$ cat src/rtl/ristretto_trap_sequencer.sv
// Trap sequencer: mip pending register, fixed-priority trap/interrupt selection, and an
// IDLE/ENTRY/RETURN/REDIRECT FSM issuing one CSR write per trap or MRET, then a held PC redirect.
module ristretto_trap_sequencer #(
  parameter int DataWidth = 32,
  parameter int AddrWidth = 32,
  parameter int NumIrq    = 16
) (
  input  logic                 clk_i,
  input  logic                 rst_i,
  input  logic                 priv_lvl_i,
  input  logic [AddrWidth-1:0] next_pc_i,
  input  logic [DataWidth-1:0] fault_instr_i,
  input  logic [AddrWidth-1:0] lsu_fault_addr_i,
  input  logic [1:0]           instr_exception_i,
  input  logic [1:0]           lsu_exception_i,
  input  logic [1:0]           env_exception_i,
  input  logic [NumIrq-1:0]    irq_i,
  input  logic [NumIrq-1:0]    irq_en_i,
  input  logic [NumIrq-1:0]    pend_clr_i,
  input  logic                 mstatus_mie_i,
  input  logic                 mstatus_mpie_i,
  input  logic [AddrWidth-1:0] mtvec_i,
  input  logic [AddrWidth-1:0] mepc_i,
  output logic [NumIrq-1:0]    irq_pending_o,
  output logic                 csr_we_o,
  output logic [DataWidth-1:0] mcause_o,
  output logic [DataWidth-1:0] mtval_o,
  output logic [AddrWidth-1:0] mepc_o,
  output logic [2:0]           trap_state_o,
  output logic                 busy_o,
  output logic                 redirect_valid_o,
  output logic [AddrWidth-1:0] redirect_addr_o,
  input  logic                 redirect_ready_i
);

  typedef enum logic [1:0] {IDLE, ENTRY, RETURN, REDIRECT} state_t;

  state_t               state, state_next;
  logic [NumIrq-1:0]    pend, eligible;
  logic                 irq_any, exc_any, take_trap, take_mret;
  logic [4:0]           irq_code, exc_code, code;
  logic [DataWidth-1:0] mtval_next, mcause_next;
  logic [AddrWidth-1:0] base, target;
  logic                 unused_mtvec;

  assign unused_mtvec  = mtvec_i[1];
  assign irq_pending_o = pend;
  assign eligible      = pend & irq_en_i & {NumIrq{mstatus_mie_i}};

  // Ascending scan lets the highest plain index win; 7, 3, 11 override in rising priority.
  always_comb begin
    irq_any  = |eligible;
    irq_code = '0;
    for (int i = 0; i < NumIrq; i++) begin
      if (eligible[i] && i != 3 && i != 7 && i != 11) irq_code = 5'(i);
    end
    if (eligible[7])  irq_code = 5'd7;
    if (eligible[3])  irq_code = 5'd3;
    if (eligible[11]) irq_code = 5'd11;
  end

  always_comb begin
    exc_any    = 1'b1;
    exc_code   = '0;
    mtval_next = '0;
    if (instr_exception_i[1]) begin
      exc_code   = 5'd2;
      mtval_next = fault_instr_i;
    end else if (instr_exception_i[0]) begin
      exc_code   = 5'd0;
      mtval_next = fault_instr_i;
    end else if (lsu_exception_i[0]) begin
      exc_code   = 5'd4;
      mtval_next = DataWidth'(lsu_fault_addr_i);
    end else if (lsu_exception_i[1]) begin
      exc_code   = 5'd6;
      mtval_next = DataWidth'(lsu_fault_addr_i);
    end else if (env_exception_i[0]) begin
      exc_code   = priv_lvl_i ? 5'd11 : 5'd8;
    end else begin
      exc_any    = 1'b0;
    end
  end

  always_comb begin
    code        = exc_any ? exc_code : irq_code;
    take_trap   = exc_any | irq_any;
    take_mret   = env_exception_i[1] & ~exc_any;
    mcause_next = '0;
    mcause_next[DataWidth-1] = ~exc_any;
    mcause_next[4:0]         = code;
    base   = {mtvec_i[AddrWidth-1:2], 2'b00};
    target = (!exc_any && mtvec_i[0]) ? base + (AddrWidth'(irq_code) << 2) : base;
  end

  always_comb begin
    state_next = state;
    case (state)
      IDLE: begin
        if (take_trap)      state_next = ENTRY;
        else if (take_mret) state_next = RETURN;
      end
      ENTRY, RETURN: state_next = REDIRECT;
      REDIRECT: if (redirect_ready_i) state_next = IDLE;
      default:  state_next = IDLE;
    endcase
  end

  always_ff @(posedge clk_i or posedge rst_i) begin
    if (rst_i) state <= IDLE;
    else       state <= state_next;
  end

  // Outputs are registered from the next state so each one lines up with its state.
  always_ff @(posedge clk_i or posedge rst_i) begin
    if (rst_i) begin
      pend             <= '0;
      csr_we_o         <= 1'b0;
      busy_o           <= 1'b0;
      redirect_valid_o <= 1'b0;
      mcause_o         <= '0;
      mtval_o          <= '0;
      mepc_o           <= '0;
      trap_state_o     <= '0;
      redirect_addr_o  <= '0;
    end else begin
      pend             <= (pend & ~pend_clr_i) | irq_i;
      csr_we_o         <= (state_next == ENTRY) || (state_next == RETURN);
      busy_o           <= (state_next != IDLE);
      redirect_valid_o <= (state_next == REDIRECT);
      if (state == IDLE && take_trap) begin
        mcause_o        <= mcause_next;
        mtval_o         <= mtval_next;
        mepc_o          <= next_pc_i;
        trap_state_o    <= {1'b0, mstatus_mie_i, priv_lvl_i};
        redirect_addr_o <= target;
      end else if (state == IDLE && take_mret) begin
        trap_state_o    <= {mstatus_mpie_i, 2'b11};
        redirect_addr_o <= mepc_i;
      end
    end
  end

endmodule

$ cat config.mk
export PLATFORM = sky130hd
export DESIGN_NAME = ristretto_trap_sequencer
export DESIGN_NICKNAME = d
export VERILOG_FILES = /design/src/rtl/ristretto_trap_sequencer.sv
export SDC_FILE = /design/constraint.sdc
export NUM_CORES = 1
export LEC_CHECK = 0
export ABC_AREA = 0
export CAP_MARGIN = 20
export CORE_AREA = 2 2 145 147
export DETAILED_ROUTE_END_ITERATION = 7
export DIE_AREA = 0 0 147 149
export HOLD_SLACK_MARGIN = 0.02
export PLACE_DENSITY = 0.72
export SYNTH_ARGS = -nofsm -noshare
export SYNTH_HDL_FRONTEND = slang
export SYNTH_SLANG_ARGS = --single-unit
$ cat constraint.sdc
create_clock -name clk_i -period 4.5 [get_ports clk_i]
set_clock_uncertainty 0.1 [all_clocks]
set_input_delay 1.125 -clock clk_i [delete_from_list [all_inputs] [get_ports clk_i]]
set_output_delay 1.125 -clock clk_i [all_outputs]
set_load 0.05 [all_outputs]
# == Word-level counts from Yosys, hierarchy flattened ==
# Cells that the tools add are included.
# classes
n_addsub,1
multipliers,0
div_mod_pow,0
n_lt_le_gt_ge,0
eq_ne,6
shift,0
n_mux,40
bitwise_logic,8
n_reduce_logical,10
# op_table
operator,n
$mux 32,7
$and 16x16->16,3
$mux 4,12
$add 32x6->32,1
$mux 5,4
$not 16->16,1
$or 16x16->16,1
$reduce_or 16->1,1
$mux 3,5
$mux 2,5
$eq 2x2->1 const B,4
$mux 1,6
$pmux 2 s3,1
$eq 2x1->1 const B,2
$reduce_bool 2->1,2
$logic_and 1x1->1,3
$logic_not 2->1,1
$reduce_or 2->1,1
$and 1x1->1,1
$logic_not 1->1,1
$logic_or 1x1->1,1
$not 1->1,1
$or 1x1->1,1
# word_totals
register_bits,126
latchBits,0
ram_bits,0
mem_bits_ro,0
in_bits,220
output_inout_bits,150
wordCells,75
memories,0

# == Longest topological paths before layout ==
# Gate-level depths: netlist of the first run.
# depth
word_depth,20
ltp_mapped,13
ltp_nobuf,12

# == Worst setup path before layout of the first run ==
# Ideal clock, no wire load.
# synth_timing
path_kind,input -> register
from,input irq_en_i[4]
to,register redirect_addr_o[14]
setup_time_ns,0.116
arrival_time_ns,3.432
required_ns,4.284
setup_slack_ns,0.852
stages,12
n_path_buf,1
cell_sequence,a22o_1 -> a211oi_1 -> nor2_1 -> o21ai_0 -> inv_1 -> fa_1 -> nand2b_1 -> a21oi_1 -> clkbuf_1 -> nand4_1 -> xor2_1 -> o311ai_0
# synth_via
elab_chain_len,18
word_cells_on_any_way,22
cone_classes,add/sub: 1; mux: 15; bitwise: 3; reduce/logical: 3
# synth_rtl
item,line,rtl
"start, declared",18,"input logic [NumIrq-1:0] irq_en_i,"
$and 16x16->16 * (2 in a row),48,assign eligible = pend & irq_en_i & {NumIrq{mstatus_mie_i}};
$mux 3 (3 in a row),55,if (eligible[i] && i != 3 && i != 7 && i != 11) irq_code = 5'(i);
$mux 4 (7 in a row),55,
$mux 4,57,if (eligible[7]) irq_code = 5'd7;
$mux 4,58,if (eligible[3]) irq_code = 5'd3;
$mux 4,59,if (eligible[11]) irq_code = 5'd11;
$add 32x6->32,93,target = (!exc_any && mtvec_i[0]) ? base + (AddrWidth'(irq_code) << 2) : base;
$mux 32,93,
$mux 32,131,if (state == IDLE && take_trap) begin
"end signal, assigned",136,redirect_addr_o <= target;
"end signal, assigned",139,redirect_addr_o <= mepc_i;
"end, declared",32,"output logic [AddrWidth-1:0] redirect_addr_o,"
# Every way passes the cells marked *; elsewhere a longest branch is shown, timed or not.
# A chain may end at the register's enable or synchronous reset.

# == Worst setup path after layout of the first run ==
# layout_timing
from,input irq_en_i[8]
to,register redirect_addr_o[31]
# layout_via
elab_chain_len,15
word_cells_on_any_way,19
cone_classes,add/sub: 1; mux: 12; bitwise: 3; reduce/logical: 3
# layout_rtl
item,line
$and 16x16->16 * (2 in a row),48
$mux 4 (7 in a row),55
$mux 4,57
$mux 4,58
$mux 4,59
$add 32x6->32,93
$mux 32,93
$mux 32,131
# Marks and branches as above.

==> impl_results.md, run 1 <==
* Class of the tightest hold or removal check: flop to flop
* Fraction of met3 tracks used by global routing at 5.872%
* Number of hold-repair buffers added at the cts stage at 0
* Last element of the critical path: redirect_addr_o[31]$_DFFE_PP0P_
* Number of warnings printed during yosys synthesis at 0
* Number of filler instances in the final layout at 1,916
* Placer's final routability congestion estimate at 0.7936
* Area taken by multi-input logic gates at 3088 sq um
* Area growth syn-to-layout at 64.42%
* Iter 0 DRT Violations at 322
* Die Y at 149 um
* Number of gates resized after cts at 0
* End-of-flow core utilization at 52.90%
* Clock-pin slew on the worst setup and hold paths at 0.06 ns
* Post-CTS Repair Setup Buffers at 0
* Setup TNS at 0 ns
* Worst VDD drop at 0.3596 mV
* Effective utilization at floorplan at 32.17%
* Yosys reg bits at 125
* Port Buffer Count at 341
* Worst slew margin at 45.87%
* Global-route total usage across every layer at 19.79%
* Met1 layer usage reported by global route at 24.29%
* Routed Antenna Nets at 0
* Worst path most repeated cell: sky130_fd_sc_hd__o21ai_0
* Max Fanout on Critical Path at 4
* Endpoint type of the worst setup path: flop
* Worst slack after detailed placement at 0.09919 ns
* Met2 Use GR at 33.19%
* # diodes at 0
* Pin count of the biggest net entering global routing at 126
* Dominant synthesized flop cell: sky130_fd_sc_hd__dfrtp_1
* Leak at 4.516 nW
* Logic depth of the worst setup path including buffers at 12
* Routed via count at 6,210
* TritonCTS clock tree: done
* Post-synthesis share of cell area spent on xor and xnor gates at 3.178%
* Layout cell share with drive strength beyond 1 at 10.24%
* Data required time of the worst path at 4.73 ns
* Final number of setup-violating endpoints at 0
* Path type of the worst setup path: input pin to flop
* Crit path launch: irq_en_i[8]
* Number of endpoints with negative hold slack in the final report at 0
* Crit-path max cell delay at 0.50 ns
* End of the worst register-to-register path: redirect_addr_o[30]$_DFFE_PP0P_
* Power per cell area at 662.8 nW/um^2
* Gate Count Post-Synth at 662
* Main combinational cell family by area after synthesis: compound AO/OA/AOI/OAI gates
* Beginning of the worst register-to-register path: irq_pending_o[4]$_DFF_PP0_
* Area taken by flip-flops and latches at 3128 sq um
* Post-layout nets at 1,233
* Overflow left after global routing at 0
* Worst path setup slack after routing at 0.5360 ns
* Run status: complete, no violations
* Number of buffers inserted during clock tree synthesis at 17
* Global-route wire length before repair at 33,640 um
* Most repeated cell in the gate-level netlist after synthesis: sky130_fd_sc_hd__dfrtp_1
* Register-to-register setup slack at 1.22 ns
* Unrepaired setup endpoints after global routing: false
* Slowest CP cell: sky130_fd_sc_hd__or4_1
* Portion of the clock cycle consumed by the worst path in the final layout at 88.09%
* Max Clk Rate at 252.3 MHz
* Root Buffer: sky130_fd_sc_hd__clkbuf_16
* Dominant delay contributor by cell family on the critical path: compound AO/OA/AOI/OAI gates
* Number of levels the H-tree was split into at 4
* CTS sink count at 125
* Post-DR wirelength/cell at 16.87 um
* Measured slew at the worst slew-check pin at 0.8082 ns
* Area enclosed by the die boundary at 21,900 sq um
* Multiplexer fraction of the synthesized cell area at 8.570%
* Number of cells on the worst reg-to-reg path at 12
* EDFF count, synth at 0
* Startpoint types: input pin
* Number of max-slew violations in the final report at 0
* Share of the synthesized area in the top cell type at 47.29%
* Mean instance size in the synthesized netlist at 9.991 sq um
* Row Count at 53
* Largest cells by area after synthesis: sky130_fd_sc_hd__dfrtp_1 (47%), sky130_fd_sc_hd__mux2_2 (7.7%), sky130_fd_sc_hd__o21ai_0 (4.7%), sky130_fd_sc_hd__nand2_1 (4.1%), sky130_fd_sc_hd__a22oi_1 (4.0%)
* Post-synthesis adder-cell area fraction at 2.005%
* Skew-Pair Late Insertion Delay at 0.42 ns
* Number of distinct library cells after synthesis at 56
* Synth top cells by count: sky130_fd_sc_hd__dfrtp_1 (125), sky130_fd_sc_hd__nand2_1 (73), sky130_fd_sc_hd__o21ai_0 (62), sky130_fd_sc_hd__mux2_2 (45), sky130_fd_sc_hd__inv_1 (37)
* Library cell with the largest summed area after synthesis: sky130_fd_sc_hd__dfrtp_1
* Most heavily used metal layer in global routing: met2
* Maxcap violations at 0
* Sequential share of the synthesized area at 47.29%
* WP buf/inv at 2
* Via count of the first global-routing pass at 6,329
* Total power at 7.207 mW
* Post-synthesis compound-gate area fraction at 18.77%
* HPWL reported at the end of detailed placement at 16,590 um
* Residual DRC at 0
* Arrival time of the worst setup path at 4.19 ns
* Width of the chip at 147 um
* Area fraction in and, or, nand and nor cells after synthesis at 12.50%
* Detailed-router iteration count before antenna repair at 4
* Io pins at 370
* Number of antenna violations at the first check in global routing at 0
* Chain of cells forming the critical path: clkdlybuf4s50_1 > a222oi_1 > buf_4 > a21oi_1 > o21ai_0 > o21ai_0 > ha_1 > o21ai_0 > o21bai_1 > nand3_1 > or4_1 > a31oi_1
* Final Routed Wirelength at 21,770 um
* Netlist Area Pre-Place at 6614 sq um
* Async set-or-reset flop fraction in the synthesized netlist at 100.0%
* Minimum period implied by the final worst setup slack at 3.964 ns
* Largest buffer count on any clock path at 2
* Via density per instance at 4.810
* Floorplan Core Area at 20,560 sq um
final cells by class:
| cell class | count | area share [%] |
|---|---|---|
| Timing Repair Buffer | 360 | 33.05 |
| Sequential cell | 125 | 28.77 |
| Multi-Input combinational cell | 462 | 28.40 |
| Clock buffer | 20 | 4.292 |
| Tap cell | 275 | 3.164 |
| Inverter | 37 | 1.312 |
| Clock inverter | 12 | 1.024 |
layer usage:
metal | part of all wire, % | wire [um]
met1 | 42 | 9151
met2 | 48 | 10460
met3 | 7.7 | 1681
met4 | 2.2 | 479
met5 | 0 | 0
layout by cell type (no fill, tap or decap), drive strengths merged, types with 8 or more instances in the layout:
cell type,netlist,final
a21o,16,16
nand4,22,22
nand3,15,15
dfrtp,125,125
a22o,8,8
nand2,73,73
xor2,20,20
a22oi,35,35
nor2,19,19
clkdlybuf4s50,0,341
clkbuf,22,20
o21ai,63,63
inv,37,39
buf,42,19
a21oi,10,10
conb,1,27
and2,12,12
ha,9,9
mux2,45,45
report_power, final:
part / switching, mW / internal (mW)
combinational: 2.57 / 1.45
sequential: 0.235 / 1.60
clock: 0.540 / 0.806
registers in the layout (all words and copies together) (netlist names):
register,flops
irq_pending_o,16
mcause_o,5
busy_o,1
mepc_o,32
redirect_valid_o,1
csr_we_o,1
state,2
trap_state_o,3
redirect_addr_o,32
mtval_o,32
stage by stage:
step | area (sq um) | hold WS [ns] | std cells
final | 10870 | 0.3771 | 1291
after global routing | 10870 | 0.3997 | 1291
after CTS | 10870 | 0.3813 | 1291
after detailed placement | 10300 | 0.3686 | 1259
after global placement | 10300 | 0.3610 | 1259
after floorplan | 6715 | 0.5563 | 688
worst reg2reg max path, stage by stage (launching register included):
cell and delay (ns):
sky130_fd_sc_hd__dfrtp_1 0.42, sky130_fd_sc_hd__a22o_1 0.28, sky130_fd_sc_hd__a211oi_1 0.23, sky130_fd_sc_hd__nor2_1 0.09, sky130_fd_sc_hd__o21ai_0 0.27, sky130_fd_sc_hd__inv_1 0.10, sky130_fd_sc_hd__fa_1 0.42, sky130_fd_sc_hd__nand2b_1 0.16
sky130_fd_sc_hd__a21oi_1 0.14, sky130_fd_sc_hd__buf_4 0.21, sky130_fd_sc_hd__nand3_1 0.20, sky130_fd_sc_hd__or3_1 0.40, sky130_fd_sc_hd__a31oi_1 0.16
how the worst min path moves through the flow:
stage	startpoint	end	slack, ns	depth (start not counted)
global placement	mtval_o[17]$_DFFE_PP0P_	mtval_o[17]$_DFFE_PP0P_	0.36	2
finish	mtval_o[3]$_DFFE_PP0P_	mtval_o[3]$_DFFE_PP0P_	0.38	2
CTS	mtval_o[27]$_DFFE_PP0P_	mtval_o[27]$_DFFE_PP0P_	0.38	2
global route	redirect_addr_o[3]$_DFFE_PP0P_	redirect_addr_o[3]$_DFFE_PP0P_	0.40	2
detailed placement	mtval_o[27]$_DFFE_PP0P_	mtval_o[27]$_DFFE_PP0P_	0.37	2
floorplan	state[1]$_DFF_PP0_	state[1]$_DFF_PP0_	0.56	2
cell families (layout without fill, tap and decap cells):
family,Yosys count,after routing
fa+ha+maj,10,10
compound gates,179,179
mux,51,51
other cells,1,27
buf+inv,101,429
simple gates,171,171
flops,125,125
xor+xnor,24,24
Power figures use the tool's default switching activity.
==> run 2: changes to the inputs <==
Settings changed: SLEW_MARGIN from default to 20.
==> results of run 2 <==
Final layout, timing and power as in run 1 (identical DEF).
